<file path="src/rtl/branch_ctrl_if.sv">
// ----------------------------------------------------------------------------
// branch_ctrl_if
//   Bundles the ID-stage branch controller's pipeline-side signals.
//   master : pipeline/driver side (ID decode, hazard info, comparator, targets)
//   slave  : branch_ctrl side (consumes the above, drives stall/redirect/flush)
// Signals:
//   id_valid, id_is_branch, id_is_jal, id_is_jalr, id_funct3, id_rs1, id_rs2
//   ex_rd, mem_rd, ex_regwrite, ex_memread, mem_memread
//   cmp_result {gt,lt,eq} one-hot, cmp_ltu, br_target, jalr_target, id_kill
//   stall_id, redirect_valid, redirect_pc, flush_if_id
// ----------------------------------------------------------------------------
interface branch_ctrl_if #(
    parameter int unsigned PC_W = 32
);
    logic            id_valid;
    logic            id_is_branch;
    logic            id_is_jal;
    logic            id_is_jalr;
    logic [2:0]      id_funct3;
    logic [4:0]      id_rs1;
    logic [4:0]      id_rs2;
    logic [4:0]      ex_rd;
    logic [4:0]      mem_rd;
    logic            ex_regwrite;
    logic            ex_memread;
    logic            mem_memread;
    logic [2:0]      cmp_result;
    logic            cmp_ltu;
    logic [PC_W-1:0] br_target;
    logic [PC_W-1:0] jalr_target;
    logic            id_kill;
    logic            stall_id;
    logic            redirect_valid;
    logic [PC_W-1:0] redirect_pc;
    logic            flush_if_id;

    modport master (
        output id_valid, id_is_branch, id_is_jal, id_is_jalr, id_funct3, id_rs1, id_rs2,
        output ex_rd, mem_rd, ex_regwrite, ex_memread, mem_memread,
        output cmp_result, cmp_ltu, br_target, jalr_target, id_kill,
        input  stall_id, redirect_valid, redirect_pc, flush_if_id
    );

    modport slave (
        input  id_valid, id_is_branch, id_is_jal, id_is_jalr, id_funct3, id_rs1, id_rs2,
        input  ex_rd, mem_rd, ex_regwrite, ex_memread, mem_memread,
        input  cmp_result, cmp_ltu, br_target, jalr_target, id_kill,
        output stall_id, redirect_valid, redirect_pc, flush_if_id
    );
endinterface

</file>
<file path="src/rtl/branch_ctrl.sv">
// ----------------------------------------------------------------------------
// branch_ctrl
//   ID-stage branch controller. Stalls a branch/JALR in ID until its operands
//   can be forwarded, decodes funct3 against the comparator result and issues a
//   registered one-cycle redirect (with matching IF/ID flush) for taken
//   B-type, JAL and JALR.
// Ports:
//   clk, rst_n    : clock (rising edge), asynchronous active-low reset
//   bus (slave)   : ID/hazard/comparator inputs, stall/redirect/flush outputs
//   stat_branches : resolved B-type count      (BRANCH_STATS_EN only)
//   stat_taken    : taken B-type count         (BRANCH_STATS_EN only)
// Configuration:
//   BRANCH_STATS_EN : define to add the statistics counters and ports.
// ----------------------------------------------------------------------------
module branch_ctrl #(
    parameter int unsigned PC_W  = 32,
    parameter int unsigned CNT_W = 32
) (
    input  logic             clk,
    input  logic             rst_n,
    branch_ctrl_if.slave     bus
`ifdef BRANCH_STATS_EN
    ,
    output logic [CNT_W-1:0] stat_branches,
    output logic [CNT_W-1:0] stat_taken
`endif
);

    typedef enum logic [1:0] {StIdle, StWait, StResolve} state_e;

    state_e          state_q, state_d;
    logic [1:0]      cnt_q, cnt_d;
    logic            redirect_valid_q, redirect_valid_d;
    logic [PC_W-1:0] redirect_pc_q, redirect_pc_d;

    logic       ex_match, mem_match;
    logic [1:0] hz;
    logic       act, stall, resolve, cond, taken, cmp_onehot;

    // rs2 only matters for B-type; JALR/JAL never read it.
    always_comb begin
        ex_match  = (bus.ex_rd != 5'd0) &&
                    ((bus.ex_rd == bus.id_rs1) ||
                     (bus.id_is_branch && (bus.ex_rd == bus.id_rs2)));
        mem_match = (bus.mem_rd != 5'd0) &&
                    ((bus.mem_rd == bus.id_rs1) ||
                     (bus.id_is_branch && (bus.mem_rd == bus.id_rs2)));
        hz = 2'd0;
        if (bus.ex_memread && ex_match) begin
            hz = 2'd2;
        end else if (bus.ex_regwrite && !bus.ex_memread && ex_match) begin
            hz = 2'd1;
        end else if (bus.mem_memread && mem_match) begin
            hz = 2'd1;
        end
    end

    // Branch condition; a malformed comparator result never takes a branch.
    always_comb begin
        cmp_onehot = (bus.cmp_result == 3'b001) || (bus.cmp_result == 3'b010) ||
                     (bus.cmp_result == 3'b100);
        cond = 1'b0;
        case (bus.id_funct3)
            3'b000:  cond = bus.cmp_result[0];
            3'b001:  cond = !bus.cmp_result[0];
            3'b100:  cond = bus.cmp_result[1];
            3'b101:  cond = bus.cmp_result[2] | bus.cmp_result[0];
            3'b110:  cond = bus.cmp_ltu;
            3'b111:  cond = !bus.cmp_ltu;
            default: cond = 1'b0;
        endcase
        cond  = cond & cmp_onehot;
        taken = bus.id_is_jal | bus.id_is_jalr | (bus.id_is_branch & cond);
    end

    // An instruction seen during the redirect pulse is on the wrong path.
    assign act = bus.id_valid & ~bus.id_kill & ~redirect_valid_q &
                 (bus.id_is_branch | bus.id_is_jal | bus.id_is_jalr);

    always_comb begin
        state_d = state_q;
        cnt_d   = cnt_q;
        stall   = 1'b0;
        resolve = 1'b0;
        unique case (state_q)
            StIdle: begin
                if (act) begin
                    if (bus.id_is_jal || (hz == 2'd0)) begin
                        resolve = 1'b1;
                    end else begin
                        stall   = 1'b1;
                        cnt_d   = hz - 2'd1;
                        state_d = (hz == 2'd2) ? StWait : StResolve;
                    end
                end
            end
            StWait: begin
                if (bus.id_kill) begin
                    cnt_d   = 2'd0;
                    state_d = StIdle;
                end else begin
                    stall   = 1'b1;
                    cnt_d   = cnt_q - 2'd1;
                    state_d = StResolve;
                end
            end
            StResolve: begin
                resolve = ~bus.id_kill;
                cnt_d   = 2'd0;
                state_d = StIdle;
            end
            default: state_d = StIdle;
        endcase
    end

    always_comb begin
        redirect_valid_d = resolve & taken;
        redirect_pc_d    = redirect_pc_q;
        if (resolve && taken) begin
            redirect_pc_d = (bus.id_is_jalr && !bus.id_is_jal) ? bus.jalr_target
                                                                : bus.br_target;
        end
    end

    always_ff @(posedge clk or negedge rst_n) begin
        if (!rst_n) begin
            state_q          <= StIdle;
            cnt_q            <= 2'd0;
            redirect_valid_q <= 1'b0;
            redirect_pc_q    <= '0;
        end else begin
            state_q          <= state_d;
            cnt_q            <= cnt_d;
            redirect_valid_q <= redirect_valid_d;
            redirect_pc_q    <= redirect_pc_d;
        end
    end

    assign bus.stall_id       = stall;
    assign bus.redirect_valid = redirect_valid_q;
    assign bus.redirect_pc    = redirect_pc_q;
    assign bus.flush_if_id    = redirect_valid_q;

`ifdef BRANCH_STATS_EN
    logic             br_resolve;
    logic [CNT_W-1:0] stat_branches_q, stat_taken_q;

    assign br_resolve = resolve & bus.id_is_branch & ~bus.id_is_jal & ~bus.id_is_jalr;

    always_ff @(posedge clk or negedge rst_n) begin
        if (!rst_n) begin
            stat_branches_q <= '0;
            stat_taken_q    <= '0;
        end else begin
            if (br_resolve)         stat_branches_q <= stat_branches_q + 1'b1;
            if (br_resolve && cond) stat_taken_q    <= stat_taken_q + 1'b1;
        end
    end

    assign stat_branches = stat_branches_q;
    assign stat_taken    = stat_taken_q;
`endif

endmodule

</file>
<file path="src/flat_wrapper.sv">
// flat-port wrapper written by rule: the top's interface ports become plain ports
module branch_ctrl_flat 
#(
    parameter int unsigned PC_W  = 32,
    parameter int unsigned CNT_W = 32
)
  (clk, rst_n, bus_id_valid, bus_id_is_branch, bus_id_is_jal, bus_id_is_jalr, bus_id_funct3, bus_id_rs1, bus_id_rs2, bus_ex_rd, bus_mem_rd, bus_ex_regwrite, bus_ex_memread, bus_mem_memread, bus_cmp_result, bus_cmp_ltu, bus_br_target, bus_jalr_target, bus_id_kill, bus_stall_id, bus_redirect_valid, bus_redirect_pc, bus_flush_if_id);
  branch_ctrl_if #(.PC_W(PC_W)) bus_i ();
  input  logic clk;
  input  logic rst_n;
  input wire logic [$bits(bus_i.id_valid)-1:0] bus_id_valid;
  input wire logic [$bits(bus_i.id_is_branch)-1:0] bus_id_is_branch;
  input wire logic [$bits(bus_i.id_is_jal)-1:0] bus_id_is_jal;
  input wire logic [$bits(bus_i.id_is_jalr)-1:0] bus_id_is_jalr;
  input wire logic [$bits(bus_i.id_funct3)-1:0] bus_id_funct3;
  input wire logic [$bits(bus_i.id_rs1)-1:0] bus_id_rs1;
  input wire logic [$bits(bus_i.id_rs2)-1:0] bus_id_rs2;
  input wire logic [$bits(bus_i.ex_rd)-1:0] bus_ex_rd;
  input wire logic [$bits(bus_i.mem_rd)-1:0] bus_mem_rd;
  input wire logic [$bits(bus_i.ex_regwrite)-1:0] bus_ex_regwrite;
  input wire logic [$bits(bus_i.ex_memread)-1:0] bus_ex_memread;
  input wire logic [$bits(bus_i.mem_memread)-1:0] bus_mem_memread;
  input wire logic [$bits(bus_i.cmp_result)-1:0] bus_cmp_result;
  input wire logic [$bits(bus_i.cmp_ltu)-1:0] bus_cmp_ltu;
  input wire logic [$bits(bus_i.br_target)-1:0] bus_br_target;
  input wire logic [$bits(bus_i.jalr_target)-1:0] bus_jalr_target;
  input wire logic [$bits(bus_i.id_kill)-1:0] bus_id_kill;
  output wire logic [$bits(bus_i.stall_id)-1:0] bus_stall_id;
  output wire logic [$bits(bus_i.redirect_valid)-1:0] bus_redirect_valid;
  output wire logic [$bits(bus_i.redirect_pc)-1:0] bus_redirect_pc;
  output wire logic [$bits(bus_i.flush_if_id)-1:0] bus_flush_if_id;
  assign bus_i.id_valid = bus_id_valid;
  assign bus_i.id_is_branch = bus_id_is_branch;
  assign bus_i.id_is_jal = bus_id_is_jal;
  assign bus_i.id_is_jalr = bus_id_is_jalr;
  assign bus_i.id_funct3 = bus_id_funct3;
  assign bus_i.id_rs1 = bus_id_rs1;
  assign bus_i.id_rs2 = bus_id_rs2;
  assign bus_i.ex_rd = bus_ex_rd;
  assign bus_i.mem_rd = bus_mem_rd;
  assign bus_i.ex_regwrite = bus_ex_regwrite;
  assign bus_i.ex_memread = bus_ex_memread;
  assign bus_i.mem_memread = bus_mem_memread;
  assign bus_i.cmp_result = bus_cmp_result;
  assign bus_i.cmp_ltu = bus_cmp_ltu;
  assign bus_i.br_target = bus_br_target;
  assign bus_i.jalr_target = bus_jalr_target;
  assign bus_i.id_kill = bus_id_kill;
  assign bus_stall_id = bus_i.stall_id;
  assign bus_redirect_valid = bus_i.redirect_valid;
  assign bus_redirect_pc = bus_i.redirect_pc;
  assign bus_flush_if_id = bus_i.flush_if_id;
  branch_ctrl #(.PC_W(PC_W), .CNT_W(CNT_W)) u_core (.clk(clk), .rst_n(rst_n), .bus(bus_i));
endmodule
</file>
<file path="config.mk">
export PLATFORM = sky130hd
export DESIGN_NAME = branch_ctrl_flat
export DESIGN_NICKNAME = d
export VERILOG_FILES = /design/src/rtl/branch_ctrl_if.sv /design/src/rtl/branch_ctrl.sv /design/src/flat_wrapper.sv
export SDC_FILE = /design/constraint.sdc
export NUM_CORES = 1
export LEC_CHECK = 0
export ABC_CLOCK_PERIOD_IN_PS = 3200
export BUFFER_PORTS_ARGS = -buffer_cell sky130_fd_sc_hd__buf_2
export CAP_MARGIN = 20
export CORE_ASPECT_RATIO = 0.5
export CORE_MARGIN = 3
export CORE_UTILIZATION = 45
export DETAILED_ROUTE_END_ITERATION = 8
export GPL_TIMING_DRIVEN = 0
export PLACE_DENSITY = 0.74
export SYNTH_ARGS = -nofsm -noshare
export SYNTH_HDL_FRONTEND = slang
export SYNTH_SLANG_ARGS = --single-unit
</file>
<file path="constraint.sdc">
create_clock -name clk -period 3.2 [get_ports clk]
set_clock_uncertainty 0.2 [all_clocks]
set_input_delay 0.96 -clock clk [delete_from_list [all_inputs] [get_ports clk]]
set_output_delay 0.96 -clock clk [all_outputs]
set_load 0.01 [all_outputs]
</file>
=== Word level (Yosys, flattened, before mapping) ===
Cells that the tools add are included.

* Input port bits: 101
* Register bits: 35
* Output and inout bits: 35

* Bitwise logic cells: 13
* Eq/ne operators: 17
* Mux-type cells: 17
* Reductions and logical operators: 25

{| class="wikitable"
|+ Operator list
! cell !! count
|-
| $mux 32 || 1
|-
| $eq 5x5->1 || 4
|-
| $eq 3x3->1 const B || 5
|-
| $mux 2 || 6
|-
| $logic_and 1x1->1 || 10
|-
| $reduce_bool 5->1 || 2
|-
| $and 1x1->1 || 6
|-
| $eq 3x1->1 const B || 2
|-
| $mux 1 || 6
|-
| $pmux 1 s6 || 1
|-
| $logic_or 1x1->1 || 5
|-
| $or 1x1->1 || 5
|-
| $eq 2x2->1 const B || 2
|-
| $logic_not 1->1 || 4
|-
| $logic_not 2->1 || 2
|-
| $pmux 1 s2 || 2
|-
| $pmux 2 s2 || 1
|-
| $eq 3x2->1 const B || 1
|-
| $logic_not 3->1 || 1
|-
| $eq 2x1->1 const B || 1
|-
| $ne 2x1->1 const B || 1
|-
| $ne 2x2->1 const B || 1
|-
| $not 1->1 || 2
|-
| $reduce_and 2->1 || 1
|}

=== Logic depth before layout (Yosys ltp) ===
* Depth in word-level cells: 14
* Depth in mapped cells: 8
* Depth with buffers taken out: 6

=== Worst setup path after synthesis ===
No wires, ideal clock.

* Path type: input -> output
* From: in bus_ex_rd[3]
* To: out bus_stall_id
* Path buffers: 1
* Data arrival time: 2384 ps
* Path slack: -344 ps
* Cell stages on the path: 7
* Cell sequence: xor2_1 nor4_1 a32oi_1 o32ai_2 buf_4 o311ai_1 a21oi_1

* Word-level cells in the longest chain between the ends: 12
* Elaborated cells between the ends (all ways): 15
* Classes of those cells: 2 x eq/ne; 5 x mux; 8 x reduce/logical

{| class="wikitable"
|+ Ends and longest elaborated chain
! what !! line !! source
|-
| from (decl) || flat_wrapper.sv:18 || <nowiki>input wire logic [$bits(bus_i.ex_rd)-1:0] bus_ex_rd;</nowiki>
|-
| $eq 5x5->1 || branch_ctrl.sv:44 || <nowiki>(bus.id_is_branch && (bus.ex_rd == bus.id_rs2)));</nowiki>
|-
| $logic_and 1x1->1 || branch_ctrl.sv:44 ||
|-
| $logic_or 1x1->1 || branch_ctrl.sv:43 || <nowiki>((bus.ex_rd == bus.id_rs1) ||</nowiki>
|-
| $logic_and 1x1->1 * || branch_ctrl.sv:42 || <nowiki>ex_match = (bus.ex_rd != 5'd0) &&</nowiki>
|-
| $logic_and 1x1->1 || branch_ctrl.sv:51 || <nowiki>end else if (bus.ex_regwrite && !bus.ex_memread && ex_match) begin</nowiki>
|-
| $mux 2 || branch_ctrl.sv:51 ||
|-
| $mux 2 * || branch_ctrl.sv:49 || <nowiki>if (bus.ex_memread && ex_match) begin</nowiki>
|-
| $logic_not 2->1 * || branch_ctrl.sv:88 || <nowiki>if (bus.id_is_jal || (hz == 2'd0)) begin</nowiki>
|-
| $logic_or 1x1->1 * || branch_ctrl.sv:88 ||
|-
| $mux 1 * || branch_ctrl.sv:88 ||
|-
| $mux 1 * || branch_ctrl.sv:87 || <nowiki>if (act) begin</nowiki>
|-
| $pmux 1 s2 * || branch_ctrl.sv:85 || <nowiki>unique case (state_q)</nowiki>
|-
| to (decl) || flat_wrapper.sv:28 || <nowiki>output wire logic [$bits(bus_i.stall_id)-1:0] bus_stall_id;</nowiki>
|}

Mark *: on every way between the ends. The rest lies on a longest branch, timed or not.

=== Worst setup path after layout ===
Ends and elaborated chain as after synthesis.

==> results.json <==
{
  "drt_iter0_markers": 316,
  "yosys_warnings": 0,
  "pin_count": 136,
  "grt_pass1_vias": 3486,
  "std_cell_rows": 21,
  "syn-cell-area_sq_mm": 0.003316,
  "drive_gt1_share_pct": 37.25,
  "critPathRequiredTime_ns": 2.04,
  "fp.dieW_microns": 127.4,
  "final_area_sq_mm": 0.004340,
  "dieArea_sq_mm": 0.008497,
  "synthDistinctLibCells": 37,
  "drt_wl_total_microns": 10320,
  "start_kind": "primary input",
  "power_frac_comb_pct": 41.3,
  "die-height_microns": 66.70,
  "antenna_found_initial": 0,
  "core_area_sq_mm": 0.006910,
  "crit_fanout": 3,
  "clk_latency_ns": 0.28,
  "power.internal_mw": 1.311,
  "powerDensity_mw_per_mm2": 474.8,
  "min_period_ns": 3.731,
  "cts_max_level": 2,
  "worstHoldPathType": "flip-flop to flip-flop",
  "slew_headroom_pct": 45.35,
  "placed_area_sq_mm": 0.004128,
  "switching_share_pct": 36.40,
  "endpoint_kind": "output port",
  "grt_start_max_net_pins": 36,
  "vdd_ir_drop_max_mv": 0.2174,
  "via_per_inst": 5.881,
  "p_leak_nw": 1.882,
  "drc": 0,
  "drv_slew": 0,
  "synth_fp_nets": 500,
  "ys_async_sr_fraction_pct": 100.0,
  "cts_root_buf": "clkbuf_16",
  "fin_crit_sh_pct": 116.6,
  "finalHoldViolCount": 0,
  "cts_buffer_depth": 2,
  "worstMarginPinSlew_ns": 0.8198,
  "dp_hpwl_microns": 7440,
  "routedWlPerCell_microns": 16.20,
  "cts-buffers-inserted": 5,
  "critical_path_class": "primary input to output port",
  "grt_setup_unrepaired": "true",
  "cts_tree": "yes",
  "final_util_pct": 62.81,
  "ys_ff_latch": 35,
  "status": "complete, but fails checks",
  "critPathArrivalTime_ns": 2.57,
  "violations": "negative setup slack",
  "clkSinkCount": 35,
  "synth_cells": 399,
  "track_usage_pct": 23.76,
  "switchingPower_uw": 750.2,
  "maxCapViolations": 0,
  "start_util_pct": 47.98,
  "drt.antenna.violating_nets": 0,
  "setup_ws_ns": -0.5309,
  "pwr-share-seq_pct": 34.9,
  "area_growth_pct": 30.91,
  "synth_seq_area_share_pct": 26.42,
  "vias": 3746,
  "fmax_ghz": 0.2680,
  "layout_common_cells": "140 x buf_2, 65 x nand3_1, 39 x nor2_1",
  "synth_edf_count": 0,
  "p_clk_share_pct": 23.8,
  "setup_violations": 1,
  "gp_congestion": 0.8535,
  "layout_commonest_cell": "buf_2",
  "first_pass_iters": 4,
  "fin_nets": 646,
  "cts.clk_slew.worst_paths_ns": 0.06,
  "antennaDiodeCount": 0,
  "grt_pass1_wl_microns": 16470,
  "portBuffers": 135,
  "synthFlopType": "dfrtp_1",
  "grt-ovfl-total": 0,
  "syn_area_per_cell_sq_um": 8.310
}
-- kinds of logic (layout without fill, tap and decap cells) --
kind of cell    after synthesis  count (layout)  synth area share (%)
xor+xnor                     23              23                 6.076
flops                        35              35                 26.42
mux                          32              32                 10.87
simple gates                220             220                 37.74
compound gates               45              45                 12.00
buf+inv                      44             190                 6.905
-- cells in the mapped netlist (2+ instances only) --
master	n	area share [%]
a311oi_1	32	8.5
a32oi_1	2	0.53
buf_1	3	0.34
buf_2	9	1.4
buf_4	2	0.45
buf_6	6	2.0
clkbuf_1	23	2.6
dfrtp_1	35	26
mux2_2	32	11
nand2_1	32	3.6
nand2b_1	4	0.75
nand3_1	65	9.8
nand4b_1	32	8.5
nor2_1	39	4.4
nor2b_1	2	0.38
nor3_1	2	0.30
nor3b_1	35	7.9
nor4_1	2	0.38
o31ai_1	2	0.45
or4_1	2	0.45
xnor2_1	3	0.79
xor2_1	20	5.3
-- layer usage --
metal / track usage, % / share of wire, %
met5: 0 / 0
met1: 31.47 / 44
met2: 40.51 / 47
met3: 4.644 / 7.8
met4: 5.080 / 0.92
-- worst max-delay path: stages --
cell	delay, ns
buf_8	0.10
xor2_1	0.15
nor4_1	0.29
a32oi_1	0.18
o32ai_2	0.31
buf_4	0.19
o311ai_4	0.10
a21oi_2	0.15
buf_2	0.14
-- final timing paths --
kind	from	end	slack [ns]	cells after the start
max	bus_ex_rd[3]	bus_stall_id	-0.53	9
min reg2reg	u_core.bus.redirect_pc[3]$_DFFE_PN0P_	u_core.bus.redirect_pc[3]$_DFFE_PN0P_	0.36	2
min in group asynchronous	rst_n	u_core.bus.redirect_pc[8]$_DFFE_PN0P_	0.58	1
max reg2reg	u_core.state_q[0]$_DFFE_PN0P_	u_core.bus.redirect_pc[19]$_DFFE_PN0P_	0.61	8
min	u_core.bus.redirect_pc[3]$_DFFE_PN0P_	u_core.bus.redirect_pc[3]$_DFFE_PN0P_	0.36	2
max in group asynchronous	rst_n	u_core.bus.redirect_pc[24]$_DFFE_PN0P_	1.70	1
-- registers in the layout (all words and copies together) (netlist names) --
register	cells
u_core.bus.flush_if_id	1
u_core.bus.redirect_pc	32
u_core.state_q	2
-- repair_timing --
item	in CTS	in global routing
setup buffers	4	1
pin swaps	5	2
hold buffers	0	0
endpoints found under the setup margin	1	18
gates resized for setup	5	2
-- metrics by stage --
step / cells / worst slack (ns) / setup TNS, ns / total power [mW] / hold WS, ns
after global routing: 637 / -0.7256 / -0.7256 / 2.206 / 0.3999
after global placement: 626 / -0.7112 / -1.877 / 1.546 / 0.3408
after floorplan: 399 / -0.2381 / -0.2381 / 1.233 / 0.3122
after detailed placement: 626 / -0.7064 / -2.027 / 1.564 / 0.3535
final: 637 / -0.5309 / -0.5309 / 2.061 / 0.3558
after CTS: 637 / -0.5935 / -0.5935 / 2.065 / 0.3609
-- cell type report --
class	instances	area [sq um]
fill	624	2570
multi-input combinational	320	2238
sequential	35	875.8
timing repair buffer	140	742.0
buffer	42	221.5
clock buffer	6	138.9
tap	92	115.1
clock inverter	1	5.005
inverter	1	3.754
-- power by group through the flow --
| stage | combinational (mW) | sequential, mW | clock (mW) |
|---|---|---|---|
| floorplan | 0.465 | 0.768 | 0 |
| global placement | 0.826 | 0.720 | 0 |
| detailed placement | 0.839 | 0.724 | 0 |
| CTS | 0.851 | 0.718 | 0.496 |
| global route | 0.942 | 0.744 | 0.519 |
| finish | 0.852 | 0.719 | 0.490 |
Power figures use the tool's default switching activity.
